--- src/rtl/btn_dir_ctrl_pkg.sv ---
// Shared types for the pushbutton direction controller: arbiter state encoding,
// direction codes and the default debounce length.
package btn_dir_ctrl_pkg;

  localparam int unsigned DebounceCyclesDefault = 500000;

  typedef enum logic [2:0] {
    StIdle = 3'b001,
    StPend = 3'b010,
    StHold = 3'b100
  } arb_state_e;

  typedef enum logic [1:0] {
    DirU = 2'd0,
    DirD = 2'd1,
    DirL = 2'd2,
    DirR = 2'd3
  } dir_e;

  // Fixed priority U > D > L > R over a {U,D,L,R} level vector.
  function automatic dir_e prio_dir(input logic [3:0] lvl);
    if (lvl[3]) begin
      return DirU;
    end else if (lvl[2]) begin
      return DirD;
    end else if (lvl[1]) begin
      return DirL;
    end
    return DirR;
  endfunction

endpackage

--- src/rtl/btn_dir_ctrl_debounce.sv ---
// Two-flop synchronizer followed by a saturating stability counter for one
// raw pushbutton.
module btn_debounce #(
  parameter int unsigned DebounceCycles = 4
) (
  input  logic clk_i,
  input  logic rst_ni,
  input  logic btn_i,
  output logic stable_o
);

  localparam int unsigned CntW = (DebounceCycles > 1) ? $clog2(DebounceCycles) : 1;
  localparam logic [CntW-1:0] CntMax = CntW'(DebounceCycles - 1);

  logic            sync1_q, sync2_q;
  logic            stable_q, stable_d;
  logic [CntW-1:0] cnt_q, cnt_d;

  always_ff @(posedge clk_i or negedge rst_ni) begin
    if (!rst_ni) begin
      sync1_q  <= 1'b0;
      sync2_q  <= 1'b0;
      stable_q <= 1'b0;
      cnt_q    <= '0;
    end else begin
      sync1_q  <= btn_i;
      sync2_q  <= sync1_q;
      stable_q <= stable_d;
      cnt_q    <= cnt_d;
    end
  end

  // Counter only advances while the synced level disagrees; it tops out at
  // CntMax, where the level is accepted and the count restarts.
  always_comb begin
    cnt_d    = '0;
    stable_d = stable_q;
    if (sync2_q != stable_q) begin
      if (cnt_q == CntMax) begin
        stable_d = sync2_q;
        cnt_d    = '0;
      end else begin
        cnt_d = cnt_q + 1'b1;
      end
    end
  end

  assign stable_o = stable_q;

endmodule

--- src/rtl/btn_dir_ctrl.sv ---
// Debounces four direction buttons and issues at most one registered move pulse
// per press-release cycle, held until the game FSM signals ready.
module btn_dir_ctrl
  import btn_dir_ctrl_pkg::*;
#(
  parameter int unsigned DEBOUNCE_CYCLES = DebounceCyclesDefault
) (
  input  logic       Clk,
  input  logic       Reset_n,
  input  logic       BtnU,
  input  logic       BtnD,
  input  logic       BtnL,
  input  logic       BtnR,
  input  logic       ready,
  output logic       up,
  output logic       down,
  output logic       left,
  output logic       right,
  output logic       dir_pending,
  output logic [3:0] stable
);

  logic [3:0] stable_w;
  logic [3:0] stable_prev_q;
  arb_state_e state_q, state_d;
  dir_e       dir_q, dir_d;
  logic [3:0] pulse_q, pulse_d;
  logic       pending_q, pending_d;

  btn_debounce #(.DebounceCycles(DEBOUNCE_CYCLES)) u_deb_u (
    .clk_i   (Clk),
    .rst_ni  (Reset_n),
    .btn_i   (BtnU),
    .stable_o(stable_w[3])
  );

  btn_debounce #(.DebounceCycles(DEBOUNCE_CYCLES)) u_deb_d (
    .clk_i   (Clk),
    .rst_ni  (Reset_n),
    .btn_i   (BtnD),
    .stable_o(stable_w[2])
  );

  btn_debounce #(.DebounceCycles(DEBOUNCE_CYCLES)) u_deb_l (
    .clk_i   (Clk),
    .rst_ni  (Reset_n),
    .btn_i   (BtnL),
    .stable_o(stable_w[1])
  );

  btn_debounce #(.DebounceCycles(DEBOUNCE_CYCLES)) u_deb_r (
    .clk_i   (Clk),
    .rst_ni  (Reset_n),
    .btn_i   (BtnR),
    .stable_o(stable_w[0])
  );

  always_ff @(posedge Clk or negedge Reset_n) begin
    if (!Reset_n) begin
      state_q       <= StIdle;
      dir_q         <= DirU;
      stable_prev_q <= 4'b0000;
      pulse_q       <= 4'b0000;
      pending_q     <= 1'b0;
    end else begin
      state_q       <= state_d;
      dir_q         <= dir_d;
      stable_prev_q <= stable_w;
      pulse_q       <= pulse_d;
      pending_q     <= pending_d;
    end
  end

  always_comb begin
    state_d = state_q;
    dir_d   = dir_q;
    unique case (state_q)
      StIdle: begin
        // Accept only a press from the all-released condition.
        if ((stable_prev_q == 4'b0000) && (stable_w != 4'b0000)) begin
          dir_d   = prio_dir(stable_w);
          state_d = StPend;
        end
      end
      StPend: begin
        if (ready) begin
          state_d = StHold;
        end
      end
      StHold: begin
        if (stable_w == 4'b0000) begin
          state_d = StIdle;
        end
      end
      default: state_d = StIdle;
    endcase
  end

  always_comb begin
    pulse_d   = 4'b0000;
    pending_d = (state_d == StPend);
    if ((state_q == StPend) && ready) begin
      pulse_d = 4'b1000 >> dir_q;
    end
  end

  assign up          = pulse_q[3];
  assign down        = pulse_q[2];
  assign left        = pulse_q[1];
  assign right       = pulse_q[0];
  assign dir_pending = pending_q;
  assign stable      = stable_w;

endmodule

--- config.mk ---
export PLATFORM = sky130hd
export DESIGN_NAME = btn_dir_ctrl
export DESIGN_NICKNAME = d
export VERILOG_FILES = /design/src/rtl/btn_dir_ctrl_pkg.sv /design/src/rtl/btn_dir_ctrl_debounce.sv /design/src/rtl/btn_dir_ctrl.sv
export SDC_FILE = /design/constraint.sdc
export NUM_CORES = 1
export LEC_CHECK = 0
export CAP_MARGIN = 30
export CELL_PAD_IN_SITES_DETAIL_PLACEMENT = 0
export CELL_PAD_IN_SITES_GLOBAL_PLACEMENT = 2
export CORE_ASPECT_RATIO = 0.6
export CORE_MARGIN = 2
export CORE_UTILIZATION = 36
export DETAILED_ROUTE_END_ITERATION = 10
export PLACE_DENSITY_LB_ADDON = 0.1
export SETUP_SLACK_MARGIN = 0.4
export SYNTH_ARGS = -nofsm -noshare
export SYNTH_HDL_FRONTEND = slang
export SYNTH_SLANG_ARGS = --single-unit
--- constraint.sdc ---
create_clock -name Clk -period 1.8 [get_ports Clk]
set_input_delay 0.18 -clock Clk [delete_from_list [all_inputs] [get_ports Clk]]
set_output_delay 0.18 -clock Clk [all_outputs]
set_load 0.005 [all_outputs]
==> qor.csv <==
stage,metric,value,unit
placement,placer congestion estimate,0.776,
synth,Mapped Area,0.00470,mm²
worst_setup_path,Worst Reg2Reg Path Length in Cells,5,
sta,fin crit period,1.75,ns
die,core area,0.0128,mm²
final_layout,"commonest cells after routing, fill and taps aside","107 x buf_4, 95 x dfrtp_1, 33 x nor2_4",
synth,"Primary FF master, synth",dfrtp_1,
worst_setup_path,Worst Setup SP,u_deb_l.cnt_q[6],
global_route,largest net degree at the start of global routing,62,
final_layout,Area growth syn-to-layout,51.6,%
sta,hold slack,0.262,ns
clock_network,"Reg clk slew, reported paths",0.07,ns
pwr,Leak Pwr,2.89,nW
global_route,vias in the first global route,4015,
synth,Post-synth EDFFs,0,
sta,fin crit share,97.2,%
routing,initial DRC count,105,
final_layout,Storage cell area,0.00256,mm²
routing,wire per inst,15.1,µm
routing,1st-pass router iterations,4,
global_route,GRT Util Overall,18.1,%
clock_network,CTS max path bufs,2,
routing,DRC Markers,0,
worst_setup_path,crit end category,register,
synth,"Avg Cell Area, Syn",10.3,µm²
synth,number of synthesis warnings,0,
worst_setup_path,worst-path fanout max,3,
worst_setup_path,Worst Setup Start Kind,register,
clock_network,Inserted Clock Buffers,9,
sta,Finish-stage setup viols,0,
sta,Worst-Margin Slew,0.367,ns
synth,Seq cells post-synth,102,
sta,TNS Setup,0,ns
die,Vert. Die Dim,92.5,µm
pwr,Sw Pwr,1.10,mW
die,Row Count,32,
pwr,Seq pwr share,50.7,%
worst_setup_path,Worst Setup EP,u_deb_l.cnt_q[16],
pwr,clock share of power,43.1,%
final_layout,fin nets,612,
sta,Fin Clk Skew,0.0102,ns
flow_run,max_cap viols,0,
final_layout,layout cells sized above 1,47.9,%
clock_network,Sink Count,102,
worst_setup_path,worst reg2reg endpoint,u_deb_l.cnt_q[16],
worst_setup_path,Critical Path RT,2.08,ns
die,die span in x,151,µm
clock_network,clk_lat worst skew,0.35,ns
routing,drt total wl,11800,µm
global_route,total gr overflow,0,
placement,detailed placer's ending HPWL,7310,µm
worst_setup_path,"reg-to-reg slack, setup",0.05,ns
synth,sequential fraction of the synthesis area,54.4,%
die,I/O Pins,16,
routing,Vias,3850,
synth,synth unique cells,40,
clock_network,CTS tree,yes,
pwr,P_int,3.52,mW
sta,Fin. Hold Viols,0,
die,full die area,0.0140,mm²
worst_hold_path,Hold Path Class,in2async,
sta,f_max,0.572,GHz
final_layout,"most common cell after layout, fill and taps aside",buf_4,
placement,IO buf count,15,
sta,"Slew Viols, Final",0,
outcome,run status,"complete, no violations",
final_layout,Layout fillers,1094,
worst_setup_path,critical path class,reg2reg,
clock_network,Root Buffer,clkbuf_16,
final_layout,Ant. Diodes,0,
synth,Post-Syn Instances,454,
pwr,Sw Ratio,23.8,%
worst_setup_path,data arrival time of the worst path,2.03,ns
die,Initial Util,36.8,%
synth,"FFs w/ async S/R, synth",100,%
worst_setup_path,Critical R2R Launch,u_deb_l.cnt_q[6],
global_route,initial antenna violation count,0,
routing,DRT antenna net count,0,
final_layout,multi-input combinational cell area,0.00272,mm²
sta,RSZ-0062 raised after global routing,yes,
synth,Post-Syn Nets,465,
routing,drt via density,4.96,
pwr,PD cells,650,mW/mm²
pwr,VDD IR max,0.449,mV
pwr,Comb pwr share,6.1,%
global_route,first-pass GRT wire length,19800,µm
clock_network,H-tree levels,3,
sta,Slew Limit Headroom,75.3,%
[routing by layer]
layer	routed length (µm)	track usage, %	vias up
met3	251	4.19	12
met2	5270	27.3	28
met1	6090	26.1	1908
li1	-	-	1902
met5	0	0	-
met4	145	5.14	0
[state kept, by name (all words and copies together) (netlist names), 2 cells and up]
register and cells:
u_deb_d.cnt_q 19, u_deb_r.cnt_q 19, stable_prev_q 4, pulse_q 4
u_deb_l.cnt_q 19, u_deb_u.cnt_q 19, dir_q 2, state_q 3
[worst min-delay path by stage]
stage                        from  slack, ns  cells past startpoint           endpoint
after floorplan           Reset_n      -0.12                      0        dir_pending
after global placement    Reset_n       0.10                      1  u_deb_r.cnt_q[15]
after detailed placement  Reset_n       0.10                      1  u_deb_r.cnt_q[15]
after CTS                    BtnL       0.25                      1    u_deb_l.sync1_q
after global routing         BtnL       0.26                      1    u_deb_l.sync1_q
final                     Reset_n       0.26                      2  u_deb_r.cnt_q[15]
[synth_stat cells, types with 2 or more instances]
master    instances  area (µm²)
dfrtp_1         101        2530
nor2_1           62         233
xnor2_1          30         263
nand2_1          28         105
a21oi_1          23         115
xor2_1           22         193
nand3_1          21         105
nand4_1          17         106
or3_1            17         106
inv_1            16        60.1
o21ai_0          14        70.1
nor4_1           13        81.3
or4_1            12        90.1
nor3_1            9        45.0
and4_1            6        52.6
mux2_2            6        67.6
o31ai_1           6        45.0
and2_1            5        31.3
buf_2             5        25.0
and3_1            4        25.0
buf_4             4        30.0
ha_1              4        50.1
nor4b_1           4        35.0
clkbuf_1          2        7.51
nand3_2           2        20.0
nand3b_1          2        15.0
nand4_2           2        25.0
nor3b_1           2        15.0
o21ai_2           2        17.5
or2_2             2        12.5
or4b_2            2        20.0
[worst max-delay path, stage by stage (launching register included)]
cell     delay [ns]
dfrtp_1        0.41
buf_6          0.12
nand4_1        0.12
or4_4          0.55
or3_1          0.34
a21oi_2        0.14
[repair_timing]
action / CTS / global route
cloned: 1 / 1
setup buffers: 51 / 9
pin swaps: 46 / 23
hold endpoints to repair: 20 / 0
resized for setup: 71 / 112
endpoints found under the setup margin: 83 / 87
hold buffers: 1 / 0
[layout make-up]
cell class | count | share of cell area (%)
timing repair buffer | 148 | 17.8
inverter | 16 | 0.844
tap | 170 | 2.99
clock inverter | 7 | 1.04
sequential | 102 | 36.0
multi-input combinational | 324 | 38.2
clock buffer | 9 | 3.16
[power by group through the flow]
stage                     sequential (mW)  clock, mW  combinational [mW]
after floorplan                      2.39          0              0.0757
after global placement               2.39          0               0.199
after detailed placement             2.39          0               0.200
after CTS                            2.35       2.05               0.241
after global routing                 2.35       2.16               0.316
final                                2.35       1.99               0.283
[kinds of logic (layout without fill, tap and decap cells)]
logic type,count (synthesis),count (layout),share of synthesized area (%)
AO/OA/AOI/OAI,47,47,5.65
XOR/XNOR,52,52,9.70
adder cells (fa/ha/maj),4,4,1.07
buffers and inverters,28,180,2.72
flip-flops,102,102,54.4
multiplexers,6,6,1.44
AND/OR/NAND/NOR,215,215,25.0
[metrics by stage]
| step | cells | utilization, % | total power [mW] | instance area (µm²) | setup slack [ns] |
|---|---|---|---|---|---|
| final | 776 | 55.7 | 4.62 | 7120 | 0.0513 |
| after global routing | 776 | 55.7 | 4.82 | 7120 | -0.0254 |
| after CTS | 766 | 52.0 | 4.63 | 6640 | 0.0339 |
| after detailed placement | 697 | 44.4 | 2.59 | 5670 | -0.0503 |
| after global placement | 697 | 44.4 | 2.59 | 5670 | 0.0272 |
| after floorplan | 454 | - | 2.47 | 4840 | -0.0402 |
Note: power is estimated with default switching activity, not from simulation.
